### src/rtl/sa_feeder.sv
// Upstream sequencer for the systolic array: buffers B then A from a serial stream,
// then drives B rows (reversed, weight latch on the last) and A rows, and waits for the results.
module sa_feeder #(
    parameter int WIDTH = 16,
    parameter int SIZE  = 3
) (
    input  logic                    clk,
    input  logic                    rst_n,
    input  logic                    i_vld,
    input  logic [WIDTH-1:0]        i_data,
    output logic                    o_rdy,
    output logic                    o_we,
    output logic                    o_a_vld,
    output logic                    o_c_vld,
    output logic [SIZE*WIDTH-1:0]   o_a_rows,
    input  logic                    i_sa_c_vld,
    output logic                    o_busy,
    output logic                    o_done
);

    localparam int NELEM = 2 * SIZE * SIZE;
    localparam int EW    = $clog2(NELEM + 1);
    localparam int RW    = $clog2(SIZE + 1);
    localparam int AW    = (NELEM > 1) ? $clog2(NELEM) : 1;

    typedef enum logic [1:0] {FILL, LOAD_B, PASS_A, DRAIN} state_t;

    state_t                  state_q, state_d;
    logic [EW-1:0]           elem_cnt_q, elem_cnt_d;
    logic [RW-1:0]           row_cnt_q, row_cnt_d;
    logic [RW-1:0]           res_cnt_q, res_cnt_d;
    logic                    we_q, we_d;
    logic                    a_vld_q, a_vld_d;
    logic                    c_vld_q, c_vld_d;
    logic                    done_q, done_d;
    logic [SIZE*WIDTH-1:0]   a_rows_q, a_rows_d;
    logic [WIDTH-1:0]        buf_q [NELEM];
    logic                    wr_en;
    int                      rd_base;

    assign o_rdy    = (state_q == FILL);
    assign o_busy   = (state_q != FILL);
    assign o_we     = we_q;
    assign o_a_vld  = a_vld_q;
    assign o_c_vld  = c_vld_q;
    assign o_a_rows = a_rows_q;
    assign o_done   = done_q;
    assign wr_en    = i_vld && (state_q == FILL);

    // State register mirrors the beat currently on the bus; outputs for the
    // next beat are computed here and registered.
    always_comb begin
        state_d    = state_q;
        elem_cnt_d = elem_cnt_q;
        row_cnt_d  = row_cnt_q;
        res_cnt_d  = res_cnt_q;
        we_d       = 1'b0;
        a_vld_d    = 1'b0;
        c_vld_d    = 1'b0;
        done_d     = 1'b0;
        rd_base    = 0;
        a_rows_d   = '0;

        if ((state_q == PASS_A || state_q == DRAIN) && i_sa_c_vld && res_cnt_q != RW'(SIZE))
            res_cnt_d = res_cnt_q + RW'(1);

        case (state_q)
            FILL: begin
                if (i_vld) begin
                    if (elem_cnt_q == EW'(NELEM - 1)) begin
                        elem_cnt_d = '0;
                        state_d    = LOAD_B;
                        row_cnt_d  = '0;
                        a_vld_d    = 1'b1;
                        we_d       = (SIZE == 1);
                        rd_base    = (SIZE - 1) * SIZE;
                    end else begin
                        elem_cnt_d = elem_cnt_q + EW'(1);
                    end
                end
            end
            LOAD_B: begin
                a_vld_d = 1'b1;
                if (row_cnt_q == RW'(SIZE - 1)) begin
                    state_d   = PASS_A;
                    row_cnt_d = '0;
                    c_vld_d   = 1'b1;
                    rd_base   = SIZE * SIZE;
                end else begin
                    row_cnt_d = row_cnt_q + RW'(1);
                    we_d      = (row_cnt_q == RW'(SIZE - 2));
                    rd_base   = (SIZE - 2 - int'(row_cnt_q)) * SIZE;
                end
            end
            PASS_A: begin
                if (row_cnt_q == RW'(SIZE - 1)) begin
                    state_d   = DRAIN;
                    row_cnt_d = '0;
                end else begin
                    row_cnt_d = row_cnt_q + RW'(1);
                    a_vld_d   = 1'b1;
                    c_vld_d   = 1'b1;
                    rd_base   = SIZE * SIZE + (int'(row_cnt_q) + 1) * SIZE;
                end
            end
            DRAIN: begin
                if (res_cnt_d == RW'(SIZE)) begin
                    done_d    = 1'b1;
                    res_cnt_d = '0;
                    state_d   = FILL;
                end
            end
            default: state_d = FILL;
        endcase

        if (a_vld_d) begin
            for (int j = 0; j < SIZE; j++)
                a_rows_d[j*WIDTH +: WIDTH] = buf_q[AW'(rd_base + j)];
        end
    end

    always_ff @(posedge clk or negedge rst_n) begin
        if (!rst_n) begin
            state_q    <= FILL;
            elem_cnt_q <= '0;
            row_cnt_q  <= '0;
            res_cnt_q  <= '0;
            we_q       <= 1'b0;
            a_vld_q    <= 1'b0;
            c_vld_q    <= 1'b0;
            done_q     <= 1'b0;
            a_rows_q   <= '0;
        end else begin
            state_q    <= state_d;
            elem_cnt_q <= elem_cnt_d;
            row_cnt_q  <= row_cnt_d;
            res_cnt_q  <= res_cnt_d;
            we_q       <= we_d;
            a_vld_q    <= a_vld_d;
            c_vld_q    <= c_vld_d;
            done_q     <= done_d;
            a_rows_q   <= a_rows_d;
        end
    end

    // Buffer contents are don't-care after reset, so no reset here.
    always_ff @(posedge clk) begin
        if (wr_en)
            buf_q[AW'(elem_cnt_q)] <= i_data;
    end

endmodule

### config.mk
export PLATFORM = sky130hd
export DESIGN_NAME = sa_feeder
export DESIGN_NICKNAME = d
export VERILOG_FILES = /design/src/rtl/sa_feeder.sv
export SDC_FILE = /design/constraint.sdc
export NUM_CORES = 1
export LEC_CHECK = 0
export ABC_CLOCK_PERIOD_IN_PS = 4470
export BUFFER_PORTS_ARGS = -buffer_cell sky130_fd_sc_hd__buf_2
export CORE_MARGIN = 2
export CORE_UTILIZATION = 45
export DETAILED_ROUTE_END_ITERATION = 8
export PLACE_DENSITY = 0.59
export SLEW_MARGIN = 20
export SYNTH_ARGS = -nofsm -noshare
export SYNTH_HDL_FRONTEND = slang
export SYNTH_SLANG_ARGS = --single-unit
### constraint.sdc
create_clock -name clk -period 4.47 [get_ports clk]
set_input_delay 0.447 -clock clk [delete_from_list [all_inputs] [get_ports clk]]
set_output_delay 0.447 -clock clk [all_outputs]
set_load 0.01 [all_outputs]
# After elaboration in Yosys (flattened, before gate mapping)
# Memory sizes are Yosys's and may differ from the RTL's.
# Cells that the tools add are included.
[op_classes]
n_addsub = 8
n_mul = 2
div = 0
magnitude_cmp = 0
eq_ne = 13
shifts = 0
n_mux = 32
bitwise = 0
n_reduce_logical = 11
[op_table]
columns = ["op", "n"]
rows = [
  ["$mux 48", 1],
  ["$mux 2", 11],
  ["$mux 5", 3],
  ["$pmux 5 s3", 1],
  ["$mux 1", 10],
  ["$eq 2x2->1 const B", 4],
  ["$pmux 2 s4", 1],
  ["$mux 3", 2],
  ["$ne 2x1->1 const B", 3],
  ["$ne 2x2->1 const B", 3],
  ["$add 4x5->5 const A", 1],
  ["$add 5x1->5 const B", 1],
  ["$add 5x2->5 const B", 1],
  ["$add 5x3->5 const B", 1],
  ["$eq 5x5->1 const B", 1],
  ["$mul 3x2->5 const B", 1],
  ["$mul 3x3->5 const B", 1],
  ["$reduce_and 5->1", 1],
  ["$add 2x1->2 const B", 2],
  ["$eq 2x1->1 const B", 2],
  ["$pmux 2 s2", 1],
  ["$reduce_bool 2->1", 2],
  ["$add 2x1->3 const B", 1],
  ["$logic_and 1x1->1", 3],
  ["other kinds (8)", 8],
]
[word_totals]
reg_bits = 63
latch_bits = 0
ramBits = 288
mem_bits_ro = 0
input_bits = 20
output_inout_bits = 54
wordCells = 76
mem_count = 1
[memory_table]
columns = ["name", "depth", "width", "read_ports", "rd_ports_with_merged_regs", "wr", "line", "rtl"]
rows = [
  ["buf_q", 18, 16, 3, 0, 1, "37", "logic [WIDTH-1:0] buf_q [NELEM];"],
]

# Logic depth before layout (Yosys ltp)
[depth]
word_depth = 8
depth_mapped = 14
ltp_nobuf = 10

# Least setup slack after synthesis
# Ideal clock, no wire load.
[synth_timing]
path_type = "reg-to-reg"
start = "register state_q[0]"
end = "memory buf_q[16][0], enable pin"
setup_time_ns = 0.436
t_arrival_ns = 3.098
t_required_ns = 4.034
slack_ns = 0.935
path_stages_with_launch = 7
n_path_buf = 1
period_less_slack_ns = 3.535
path_cell_list = "dfrtp_1 -> inv_1 -> ha_1 -> and2_2 -> buf_2 -> nand2_1 -> nor4b_1"
[synth_via]
elab_chain_len = 4
[synth_lines]
columns = ["item", "line", "rtl"]
rows = [
  ["start, declared", "28", "state_t state_q, state_d;"],
  ["start signal, assigned", "134", "state_q <= state_d;"],
  ["$logic_not 2->1", "n/a", ""],
  ["named net o_rdy", "11", "output logic o_rdy,"],
  ["$logic_and 1x1->1", "48", "assign wr_en = i_vld && (state_q == FILL);"],
  ["$mux 1", "148", "if (wr_en)"],
  ["$mux 1 (not written as such)", "149", "buf_q[AW'(elem_cnt_q)] <= i_data;"],
  ["end, declared", "37", ""],
]
# The timed path passes the listed nets, and every way through them passes these cells.

# Worst setup path in the final report
[layout_timing]
start = "register elem_cnt_q[1]"
end = "register a_rows_q[22], in the netlist o_a_rows[22]"
[layout_via]
elab_chain_len = 7
word_cells_on_any_way = 10
classes_between = "add/sub (1); eq/ne (1); mux (7); memory (1)"
[layout_lines]
columns = ["item", "line", "rtl"]
rows = [
  ["start, declared", "29", "logic [EW-1:0] elem_cnt_q, elem_cnt_d;"],
  ["start signal, assigned", "135", "elem_cnt_q <= elem_cnt_d;"],
  ["$eq 5x5->1 *", "70", "if (elem_cnt_q == EW'(NELEM - 1)) begin"],
  ["$mux 3", "70", ""],
  ["$mux 3", "69", "if (i_vld) begin"],
  ["$pmux 5 s3", "67", "case (state_q)"],
  ["$add 5x2->5", "118", "a_rows_d[j*WIDTH +: WIDTH] = buf_q[AW'(rd_base + j)];"],
  ["$mem_v2 18x16", "n/a", ""],
  ["$mux 48 *", "116", "if (a_vld_d) begin"],
  ["named net a_rows_d[22]", "36", "logic [SIZE*WIDTH-1:0] a_rows_q, a_rows_d;"],
  ["end signal, assigned", "142", "a_rows_q <= a_rows_d;"],
  ["end, declared", "36", ""],
]
# Mark *: on every way through the listed nets, which the timed path passes. The rest lies on a longest branch.
# A chain may end at the register's enable or synchronous reset.

==> results.json <==
{
  "num_rows": 74,
  "wl_um": 66900,
  "synthSimpleGateAreaFrac": 0.120,
  "syn_nets": 1779,
  "drc": 0,
  "first_pass_iters": 6,
  "ant_nets": 0,
  "yosysWarnings": 0,
  "die_area_sq_um": 43500,
  "cp-start-kind": "flop",
  "vdd_drop_max_mv": 0.374,
  "fillers": 3651,
  "outcome": "finished clean",
  "grt_usage": 0.304,
  "drtIter0Drc": 2011,
  "clock-sinks": 351,
  "cts_buffers": 40,
  "drive_above_1_share": 0.160,
  "path_class": "reg2reg",
  "clk_pin_slew_ps": 70,
  "dpl.hpwl_um": 40000,
  "critPathRequiredTime_ps": 4930,
  "cts-root-buf": "clkbuf_16",
  "clkLatencyLatePin_ps": 580,
  "crit_buf_inv": 3,
  "synthArstFlopShare": 0.179,
  "clkPwrFrac": 0.205,
  "worstHoldPathCells": 3,
  "r2r-end": "o_a_rows[22]",
  "num-nets-final": 1809,
  "arrival_ps": 4360,
  "io_buffers": 73,
  "grt_start_max_net_pins": 96,
  "yosysTopAreaCellShare": 0.459,
  "reg2reg_depth": 11,
  "reg2reg_from": "elem_cnt_q[1]",
  "crit_path_max_incr_delay_ps": 610,
  "initial_utilization": 0.458,
  "fin_cells": 2339,
  "grt_pass1_vias": 14623,
  "synthAdderAreaFrac": 0.0113,
  "crit_fanout": 52,
  "cpMaxStageDelayCell": "nor2_4",
  "multi_input_area_sq_um": 7950,
  "yosysUniqueCellTypes": 71,
  "p_int_mw": 8.99,
  "via_count": 15560,
  "seqCellArea_sq_um": 10200,
  "rsz0062_at_grt": "false",
  "fin_skew_ps": 21.9,
  "place_area_sq_um": 19900,
  "synth-compound-area-share": 0.202,
  "gr-total-overflow": 0,
  "hp-class": "in2reg",
  "setup_tns_ps": 0,
  "maxCapViolations": 0,
  "final_common_cell": "nand2_1",
  "worstMarginPinSlew_ps": 1160,
  "die_h_um": 209,
  "comb_power_share": 0.551,
  "synth_area_sq_um": 18800,
  "layout_min_cycle_time_ps": 3900,
  "synth_ff_type": "edfxtp_1",
  "p_sw_frac": 0.460,
  "fin_crit_sh": 0.872,
  "setup_viol": 0,
  "crit_chain": "inv_1 > ha_1 > nor4bb_2 > buf_4 > a221oi_4 > nor2_4 > buf_4 > a221oi_1 > a311oi_1 > a21oi_1 > o221ai_1",
  "yosysSeqAreaShare": 0.543,
  "die-width_um": 209,
  "power.switching_mw": 7.67,
  "final_cell_mix": "nand2_1, edfxtp_1, a211oi_1",
  "hold_path_end": "elem_cnt_q[0]",
  "max_freq_mhz": 257,
  "cts_tree": "yes",
  "finalHoldViolations": 0,
  "synth_top_area_cell": "edfxtp_1",
  "cts_resized": 0,
  "power.density_nw_per_um2": 782,
  "core-area_sq_um": 41100,
  "cts_buffer_depth": 3,
  "p_seq_frac": 0.244,
  "critPathMostFrequentCell": "buf_4",
  "syn2layout_area_growth_pct": 13.2,
  "viasPerCell": 6.65,
  "htree_levels": 2,
  "syn_area_per_cell_sq_um": 10.8,
  "antenna_found_initial": 4,
  "place_inst": 2260,
  "max_slew_margin": 0.229,
  "maxSlewViolCount": 0,
  "leakage_nw": 7.91,
  "wl_per_cell_um": 28.6,
  "fin_area_sq_um": 21300,
  "synth_top_family_by_area": "compound AO/OA/AOI/OAI gates",
  "netlist_instances": 1742,
  "cp_top_family": "simple AND/OR/NAND/NOR gates",
  "synthMuxAreaShare": 0.0755,
  "gp_congestion": 0.872,
  "synth_edf_count": 288,
  "grt_pass1_wl_um": 97300,
  "ys_ff_latch": 351,
  "critPathCaptureType": "flop",
  "io_pins": 74,
  "r2r_slack_ps": 570,
  "synth_xor_area_frac": 0.00325,
  "hold_start": "i_vld",
  "synth.top_cells.by_area": "edfxtp_1, dfrtp_1, nand2_1"
}
## sequential cells by signal (all words and copies together), names as in the netlist
| register | flops |
|---|---|
| o_we | 1 |
| o_a_vld | 1 |
| buf_q | 288 |
| o_a_rows | 48 |
| state_q | 2 |
| elem_cnt_q | 5 |
| row_cnt_q | 2 |
| o_done | 1 |
| o_c_vld | 1 |
| res_cnt_q | 2 |
## logic make-up (layout without fill, tap and decap cells)
group,Yosys count,after routing
flops,351,351
mux,118,118
other cells,0,3
fa+ha+maj,17,17
compound gates,530,530
simple gates,525,525
buf+inv,194,256
xor+xnor,7,7
## worst register-to-register path: stages (launching register included)
cell and delay [ps]:
dfrtp_1 430, inv_1 110, ha_1 200, nor4bb_2 570, buf_4 260, a221oi_4 90, nor2_4 610, buf_4 600
a221oi_1 160, a311oi_1 410, a21oi_1 100, o221ai_1 240
## power groups by stage
stage          Combinational (mW)  Sequential (mW)  Clock, mW
6_report                     9.18             4.06       3.42
2_1_floorplan                6.00             4.08          0
3_3_place_gp                 8.84             4.11          0
3_5_place_dp                 8.91             4.12          0
5_1_grt                      9.69             4.08       3.58
4_1_cts                      8.95             4.05       3.45
## layer usage
metal,share of wire,vias up,GRT usage
li1,-,6703,-
met1,0.40,7644,0.421
met2,0.44,1005,0.459
met3,0.12,204,0.0675
met4,0.048,4,0.142
met5,0.00037,-,0
## area by class of cell
cell class	instances	share of cell area
flip-flops and latches	351	0.480
multi-input cells	1197	0.373
clock buffers	54	0.0523
repair buffers	142	0.0458
well taps	532	0.0312
clock inverters	20	0.0111
inverters	40	0.00704
diodes	3	0.000352
## worst max-delay path by stage
| stage | startpoint | end | slack, ps | cells after the start |
|---|---|---|---|---|
| floorplan | state_q[0] | buf_q[16][0] | 940 | 6 |
| global placement | row_cnt_q[0] | o_a_rows[15] | 790 | 10 |
| detailed placement | elem_cnt_q[1] | o_a_rows[22] | 700 | 11 |
| CTS | elem_cnt_q[1] | o_a_rows[22] | 670 | 11 |
| global route | elem_cnt_q[1] | o_a_rows[22] | 350 | 11 |
| finish | elem_cnt_q[1] | o_a_rows[22] | 570 | 11 |
## cell usage after synthesis (5+ instances only)
library cell and count:
xnor2_1 6, a22oi_1 30, o221a_2 13, ha_1 17
o21a_1 45, a21oi_1 65, o221ai_1 18, nor3b_1 17
a21o_1 5, nand2_1 380, dfrtp_1 63, buf_4 7
a31o_1 11, mux2i_1 96, a31oi_1 58, mux4_2 19
and3_1 27, nor3_1 11, buf_2 50, nand2b_1 5
inv_1 38, a32oi_1 16, a211oi_1 116, clkbuf_1 71
buf_1 23, nor2_1 23, a221oi_1 37, nand3_1 37
edfxtp_1 288, o21ai_0 74, a311oi_1 17
## per-stage QoR
step            util  worst slack [ps]  hold slack (ps)  power, mW
3_3_place_gp   0.485               786              560       12.9
4_1_cts        0.518               674             80.7       16.5
6_report       0.519               571              231       16.7
5_1_grt        0.518               351              252       17.3
2_1_floorplan      -               935              151       10.1
3_5_place_dp   0.485               696              568       13.0
## what timing repair did
item	in CTS	in global routing
setup endpoints to repair	0	0
hold buffers	0	1
endpoints found under the hold margin	0	32
buffers inserted	0	0
(Power assumes the default switching activity.)
